<file path="src/rtl/uart_pkg.sv">
// Shared constants for the UART transmit path: default data width, the state
// encoding of the TX scheduler FSM and the width of its inter-frame gap counter.
package uart_pkg;

  localparam int UART_DATA_WIDTH = 8;
  localparam int GAP_CNT_W       = 8;

  localparam logic [2:0] S_IDLE      = 3'd0;
  localparam logic [2:0] S_READ      = 3'd1;
  localparam logic [2:0] S_FETCH     = 3'd2;
  localparam logic [2:0] S_START     = 3'd3;
  localparam logic [2:0] S_WAIT_ACK  = 3'd4;
  localparam logic [2:0] S_WAIT_DONE = 3'd5;
  localparam logic [2:0] S_GAP       = 3'd6;

endpackage

</file>
<file path="src/rtl/uart_tx_sched.sv">
// TX scheduler: pops one byte from the TX FIFO, hands it to the transmitter and
// waits out the frame plus an optional idle gap. Macro UART_TX_SCHED_CTS_EN adds cts_n.
module uart_tx_sched
  import uart_pkg::*;
#(
  parameter int DATA_WIDTH = UART_DATA_WIDTH,
  parameter int GAP_CYCLES = 0,
  parameter int CNT_WIDTH  = 16
) (
  input  logic                  clk,
  input  logic                  rst_n,
  input  logic                  en,
`ifdef UART_TX_SCHED_CTS_EN
  input  logic                  cts_n,
`endif
  input  logic                  fifo_empty,
  input  logic [DATA_WIDTH-1:0] fifo_dout,
  output logic                  fifo_rd_en,
  input  logic                  tx_busy,
  output logic                  tx_start,
  output logic [DATA_WIDTH-1:0] tx_data,
  output logic                  active,
  output logic [CNT_WIDTH-1:0]  frame_cnt
);

  localparam logic [GAP_CNT_W-1:0] GAP_LOAD =
    (GAP_CYCLES > 0) ? GAP_CNT_W'(GAP_CYCLES - 1) : '0;

  logic [2:0]            state_q, state_d;
  logic [GAP_CNT_W-1:0]  gap_q, gap_d;
  logic [DATA_WIDTH-1:0] tx_data_q, tx_data_d;
  logic [CNT_WIDTH-1:0]  frame_cnt_q, frame_cnt_d;
  logic                  rd_en_q, start_q, active_q;
  logic                  cts_ok;

`ifdef UART_TX_SCHED_CTS_EN
  assign cts_ok = ~cts_n;
`else
  assign cts_ok = 1'b1;
`endif

  always_comb begin
    state_d     = state_q;
    gap_d       = gap_q;
    tx_data_d   = tx_data_q;
    frame_cnt_d = frame_cnt_q;
    case (state_q)
      S_IDLE:     if (en && !fifo_empty && cts_ok) state_d = S_READ;
      S_READ:     state_d = S_FETCH;
      S_FETCH: begin
        tx_data_d = fifo_dout;
        state_d   = S_START;
      end
      S_START:    state_d = S_WAIT_ACK;
      S_WAIT_ACK: if (tx_busy) state_d = S_WAIT_DONE;
      S_WAIT_DONE: begin
        if (!tx_busy) begin
          frame_cnt_d = frame_cnt_q + 1'b1;
          if (GAP_CYCLES > 0) begin
            state_d = S_GAP;
            gap_d   = GAP_LOAD;
          end else begin
            state_d = S_IDLE;
          end
        end
      end
      // Counter was preloaded with GAP_CYCLES-1, so the state spans GAP_CYCLES clocks.
      S_GAP: begin
        if (gap_q == '0) state_d = S_IDLE;
        else             gap_d   = gap_q - 1'b1;
      end
      default:    state_d = S_IDLE;
    endcase
  end

  // Strobes are decoded from the next state so each lands in the cycle its state is entered.
  always_ff @(posedge clk or negedge rst_n) begin
    if (!rst_n) begin
      state_q     <= S_IDLE;
      gap_q       <= '0;
      tx_data_q   <= '0;
      frame_cnt_q <= '0;
      rd_en_q     <= 1'b0;
      start_q     <= 1'b0;
      active_q    <= 1'b0;
    end else begin
      state_q     <= state_d;
      gap_q       <= gap_d;
      tx_data_q   <= tx_data_d;
      frame_cnt_q <= frame_cnt_d;
      rd_en_q     <= (state_d == S_READ);
      start_q     <= (state_d == S_START);
      active_q    <= (state_d != S_IDLE);
    end
  end

  assign fifo_rd_en = rd_en_q;
  assign tx_start   = start_q;
  assign tx_data    = tx_data_q;
  assign active     = active_q;
  assign frame_cnt  = frame_cnt_q;

endmodule

</file>
<file path="config.mk">
export PLATFORM = sky130hd
export DESIGN_NAME = uart_tx_sched
export DESIGN_NICKNAME = d
export VERILOG_FILES = /design/src/rtl/uart_pkg.sv /design/src/rtl/uart_tx_sched.sv
export SDC_FILE = /design/constraint.sdc
export NUM_CORES = 1
export LEC_CHECK = 0
export CAP_MARGIN = 20
export CORE_ASPECT_RATIO = 1.2
export CORE_MARGIN = 3
export CORE_UTILIZATION = 35
export CTS_CLUSTER_DIAMETER = 150
export DETAILED_ROUTE_END_ITERATION = 8
export REMOVE_ABC_BUFFERS = 1
export SYNTH_ARGS = -nofsm -noshare
export SYNTH_HDL_FRONTEND = slang
export SYNTH_SLANG_ARGS = --single-unit
</file>
<file path="constraint.sdc">
create_clock -name clk -period 1.5 [get_ports clk]
set_clock_uncertainty 0.1 [all_clocks]
set_input_delay 0.15 -clock clk [delete_from_list [all_inputs] [get_ports clk]]
set_output_delay 0.15 -clock clk [all_outputs]
set_load 0.02 [all_outputs]
</file>
After elaboration in Yosys (flattened, before gate mapping)
Cells that the tools add are included.
{"block": "totals", "regBits": 38, "input_bits": 13, "out_inout_bits": 27, "word_cells": 31}
{"block": "op_classes", "addsub": 2, "n_eq_ne": 8, "mux": 5, "n_bitwise": 2, "n_reduce_logical": 7}
{"operator": "3-bit case mux with 7 select lines", "n": 1}
{"operator": "16-bit by 1-bit adder with 16-bit output (second input constant)", "n": 1}
{"operator": "3-bit 2-to-1 mux", "n": 4}
{"operator": "3-bit by 2-bit == test with 1-bit output (second input constant)", "n": 3}
{"operator": "3-bit == test (second input constant)", "n": 3}
{"operator": "8-bit zero test", "n": 1}
{"operator": "8-bit by 1-bit subtractor with 8-bit output (second input constant)", "n": 1}
{"operator": "3-bit by 1-bit == test with 1-bit output (second input constant)", "n": 2}
{"operator": "2-bit AND reduction", "n": 2}
{"operator": "3-bit zero test", "n": 1}
{"operator": "3-bit nonzero test", "n": 1}
{"operator": "1-bit inverter", "n": 2}
{"operator": "1-bit logical AND", "n": 1}
{"operator": "1-bit zero test", "n": 1}

Depth between registers and ports, before layout
{"block": "logic_depth", "ltp_word": 5, "depth_mapped": 6, "mapped_depth_nobuf": 6}

Worst setup path after synthesis
OpenSTA, ideal clock, no wires.
{"block": "synth_timing", "path_type": "reg2reg", "startpoint": "register gap_q[0]", "endpoint": "register state_q[2]", "setup_ps": 129, "t_arrival_ps": 1294, "required_ps": 1271, "slack_ps": -23, "stages_incl_launch_ff": 7, "path_buffers": 0, "synth_period_minus_slack_ps": 1523, "cell_sequence": "dfrtp_1 -> inv_1 -> ha_1 -> nor4b_4 -> a31oi_1 -> o21ai_0 -> o21ai_0"}
{"block": "synth_via", "elab_chain_cells": 3}
{"element": "from (decl)", "line_no": "uart_tx_sched.sv:30", "source": "logic [GAP_CNT_W-1:0] gap_q, gap_d;"}
{"element": "from (signal assigned)", "line_no": "uart_tx_sched.sv:88", "source": "gap_q <= gap_d;"}
{"element": "8-bit zero test", "line_no": "uart_tx_sched.sv:69", "source": "if (gap_q == '0) state_d = S_IDLE;"}
{"element": "3-bit 2-to-1 mux", "line_no": "uart_tx_sched.sv:69"}
{"element": "3-bit case mux with 7 select lines", "line_no": "uart_tx_sched.sv:47", "source": "case (state_q)"}
{"element": "via state_d[2]", "line_no": "uart_tx_sched.sv:29", "source": "logic [2:0] state_q, state_d;"}
{"element": "to (signal assigned)", "line_no": "uart_tx_sched.sv:87", "source": "state_q <= state_d;"}
{"element": "to (decl)", "line_no": "uart_tx_sched.sv:29"}
The timed path passes the listed nets, and every way through them passes these cells.
A chain may end at the register's enable or synchronous reset.

Worst setup path after layout
Same ends and word-level chain as after synthesis.

==> flow_summary.toml <==
[min_path]
hold_path_class = "in -> async"

[global_route]
grt_overflow = 0
grt_pass1_vias = 1465
antenna_found_initial = 0
track_usage = 0.144
grt_pass1_wl_um = 6730
grt_max_degree = 39

[die]
die_area_um2 = 5850
die_w_um = 70.4
fp.coreArea_um2 = 4700
num_io_pins = 40
die_height_um = 83.2
rows = 27
initial_core_util = 0.370

[sta]
finalSetupTns_ns = -0.263
final-hold-violation-count = 0
worst_slew_pin_slew_ns = 0.471
slew_headroom = 0.686
timing.final.crit_share = 1.05
timing.final.ws_setup_ns = -0.0681
final_max_slew_viol_count = 0
rsz0062_at_grt = "true"
setup_violations = 14
min_period_ns = 1.57
max_clock_freq_mhz = 638

[power]
swShare = 0.338
p_per_area_nw_per_um2 = 1300
p_int_uw = 2260
power.leakage_uw = 0.00127
vdd.ir_drop.worst_mv = 0.875
total_power_uw = 3410
power.share.clock = 0.217
p_seq_frac = 0.410
p_switching_uw = 1150
p_comb_frac = 0.373

[synthesis]
synth.distinct_cells = 35
async_reset_ff_frac = 1.00
synth_area_um2 = 1740
synth_top_cell_by_area = "dfrtp_1"
synth_top_area_frac = 0.547
syn_avg_cell_area_um2 = 12.0
synthTopCellsByArea = "dfrtp_1 55%, xnor2_1 7.1%, mux2_2 5.8%, nand2_1 3.0%, xor2_1 2.5%"
yosysSeqAreaShare = 0.547
yosysWarnings = 0
syn_inst = 145
ys_ff_latch = 38
synth-main-ff-cell = "dfrtp_1"
synth_edf_count = 0

[routing]
totalWireLength_um = 3940
ant_nets = 0
drc_errors = 0
drt-initial-drc-count = 46
first_pass_iters = 6
wl_per_cell_um = 14.1
vias_per_cell = 4.82
dr_total_vias = 1349

[critical_path]
crit_path_start_kind = "flop"
crit_required_ns = 1.57
arrival_ns = 1.64
reg2reg_from = "gap_q[0]$_DFFE_PN0P_"
criticalPathCategory = "reg -> reg"
r2r_cells = 7
regToRegSetupSlack_ns = -0.07
r2r_end = "state_q[2]$_DFF_PN0_"
cp_max_fo = 7
endpoint_kind = "flop"

[layout]
multi_input_area_um2 = 860
n_antenna_cell = 0
layout.cells.non_filler = 280
fillers = 417
fin_nets = 237
ff_latch_area_um2 = 953
area_growth_pct = 50.7
drive_above_1_share = 0.333

[cts]
cts_buffer_depth = 2
h-tree-depth = 2
path_clk_slew_ns = 0.08
tritoncts = "yes"
cts-root-buf = "clkbuf_8"
insertion_delay_ns = 0.29
clock-sinks = 38
cts_made_buffers = 5

[status]
status = "finished, violations left"
violations = "negative setup slack"

[placement]
gp_congestion = 0.778
io_buffer_count = 39
post-place-ws_ns = -0.282
dp.cells = 261
post-dp-hpwl_um = 2740

[run]
maxCapViolations = 0
[synth_stat cells, types with 2 or more instances]
library cell	instances
a21oi_1	3
buf_4	2
dfrtp_1	38
ha_1	3
inv_1	5
mux2_2	9
nand2_1	14
nand2b_1	2
nand3_1	5
nand3b_1	2
nand4_1	5
nor2_1	10
nor3_1	4
o21ai_0	5
xnor2_1	14
xor2_1	5
[metrics by stage]
stage,hold slack (ns),cell area [um^2],utilization
after detailed placement,0.129,2350,0.501
after global placement,0.123,2350,0.501
after CTS,0.349,2520,0.537
after floorplan,-0.246,1720,-
final,0.332,2620,0.558
after global routing,0.356,2620,0.558
[worst max path at each step]
stage | start | to | slack, ns | cells after the start
2_1_floorplan | state_q[2]$_DFF_PN0_ | frame_cnt[9]$_DFFE_PN0P_ | -0.04 | 4
3_3_place_gp | tx_busy | frame_cnt[15]$_DFFE_PN0P_ | -0.26 | 5
3_5_place_dp | tx_busy | frame_cnt[15]$_DFFE_PN0P_ | -0.28 | 5
4_1_cts | gap_q[0]$_DFFE_PN0P_ | state_q[2]$_DFF_PN0_ | -0.03 | 7
5_1_grt | gap_q[0]$_DFFE_PN0P_ | state_q[2]$_DFF_PN0_ | -0.16 | 7
6_report | gap_q[0]$_DFFE_PN0P_ | state_q[2]$_DFF_PN0_ | -0.07 | 7
[power by group through the flow]
stage	clock network (uW)	logic [uW]	registers (uW)
final	738	1270	1400
after floorplan	0	387	1630
after CTS	768	1230	1390
after detailed placement	0	1300	1410
after global placement	0	1280	1400
after global routing	807	1360	1430
[registers in the layout (all words and copies together) (netlist names)]
signal,count
frame_cnt,16
gap_q,8
fifo_rd_en,1
state_q,3
tx_start,1
active,1
tx_data,8
[routing by layer]
layer | track usage | up-vias | wire length (um) | share of wire
met3 | 0.0412 | 5 | 197 | 0.050
met4 | 0.0505 | 0 | 56 | 0.014
met1 | 0.157 | 654 | 1570 | 0.40
met5 | 0 | - | 0 | 0
met2 | 0.260 | 30 | 2110 | 0.54
li1 | - | 660 | - | -
[kinds of logic (layout without fill, tap and decap cells)]
logic type / count (synthesis) / after routing / share of synthesized area
and+or+nand+nor: 55 / 55 / 0.206
xor gates and xnor gates: 19 / 19 / 0.0957
muxes: 10 / 10 / 0.0640
buffers and inverters: 7 / 84 / 0.0194
adders and majority gates: 3 / 3 / 0.0216
AOI/OAI and AO/OA: 13 / 13 / 0.0460
DFF: 38 / 38 / 0.547
[critical path, stage by stage, from the launching register on]
cell and delay [ns]:
dfrtp_1 0.40, inv_2 0.10, ha_4 0.13, nor4b_4 0.20, buf_6 0.19, a31oi_4 0.10, o21ai_1 0.14, o21ai_1 0.08
[cells in the final DEF, fill, tap and decap left out, drive strengths merged, types with 6 or more instances in the layout]
cell type      instances
dfrtp                 38
buf                   32
dlygate4sd2           25
xnor2                 14
nand2                 14
clkdlybuf4s50         11
nor2                  10
mux2                   9
clkbuf                 6
[layout make-up]
type / instances / share of cell area
clock buffer: 6 / 0.0315
clock inverter: 2 / 0.00477
inverter: 5 / 0.00716
multi-input combinational: 100 / 0.328
sequential: 38 / 0.364
tap: 58 / 0.0277
timing repair buffer: 71 / 0.237
[timing repair]
item,4_1_cts,5_1_grt
hold buffers,1,0
setup endpoints to repair,48,27
pin swaps,5,10
resized for setup,40,18
hold endpoints to repair,38,0
buffers inserted,6,4
Power figures use the tool's default switching activity.
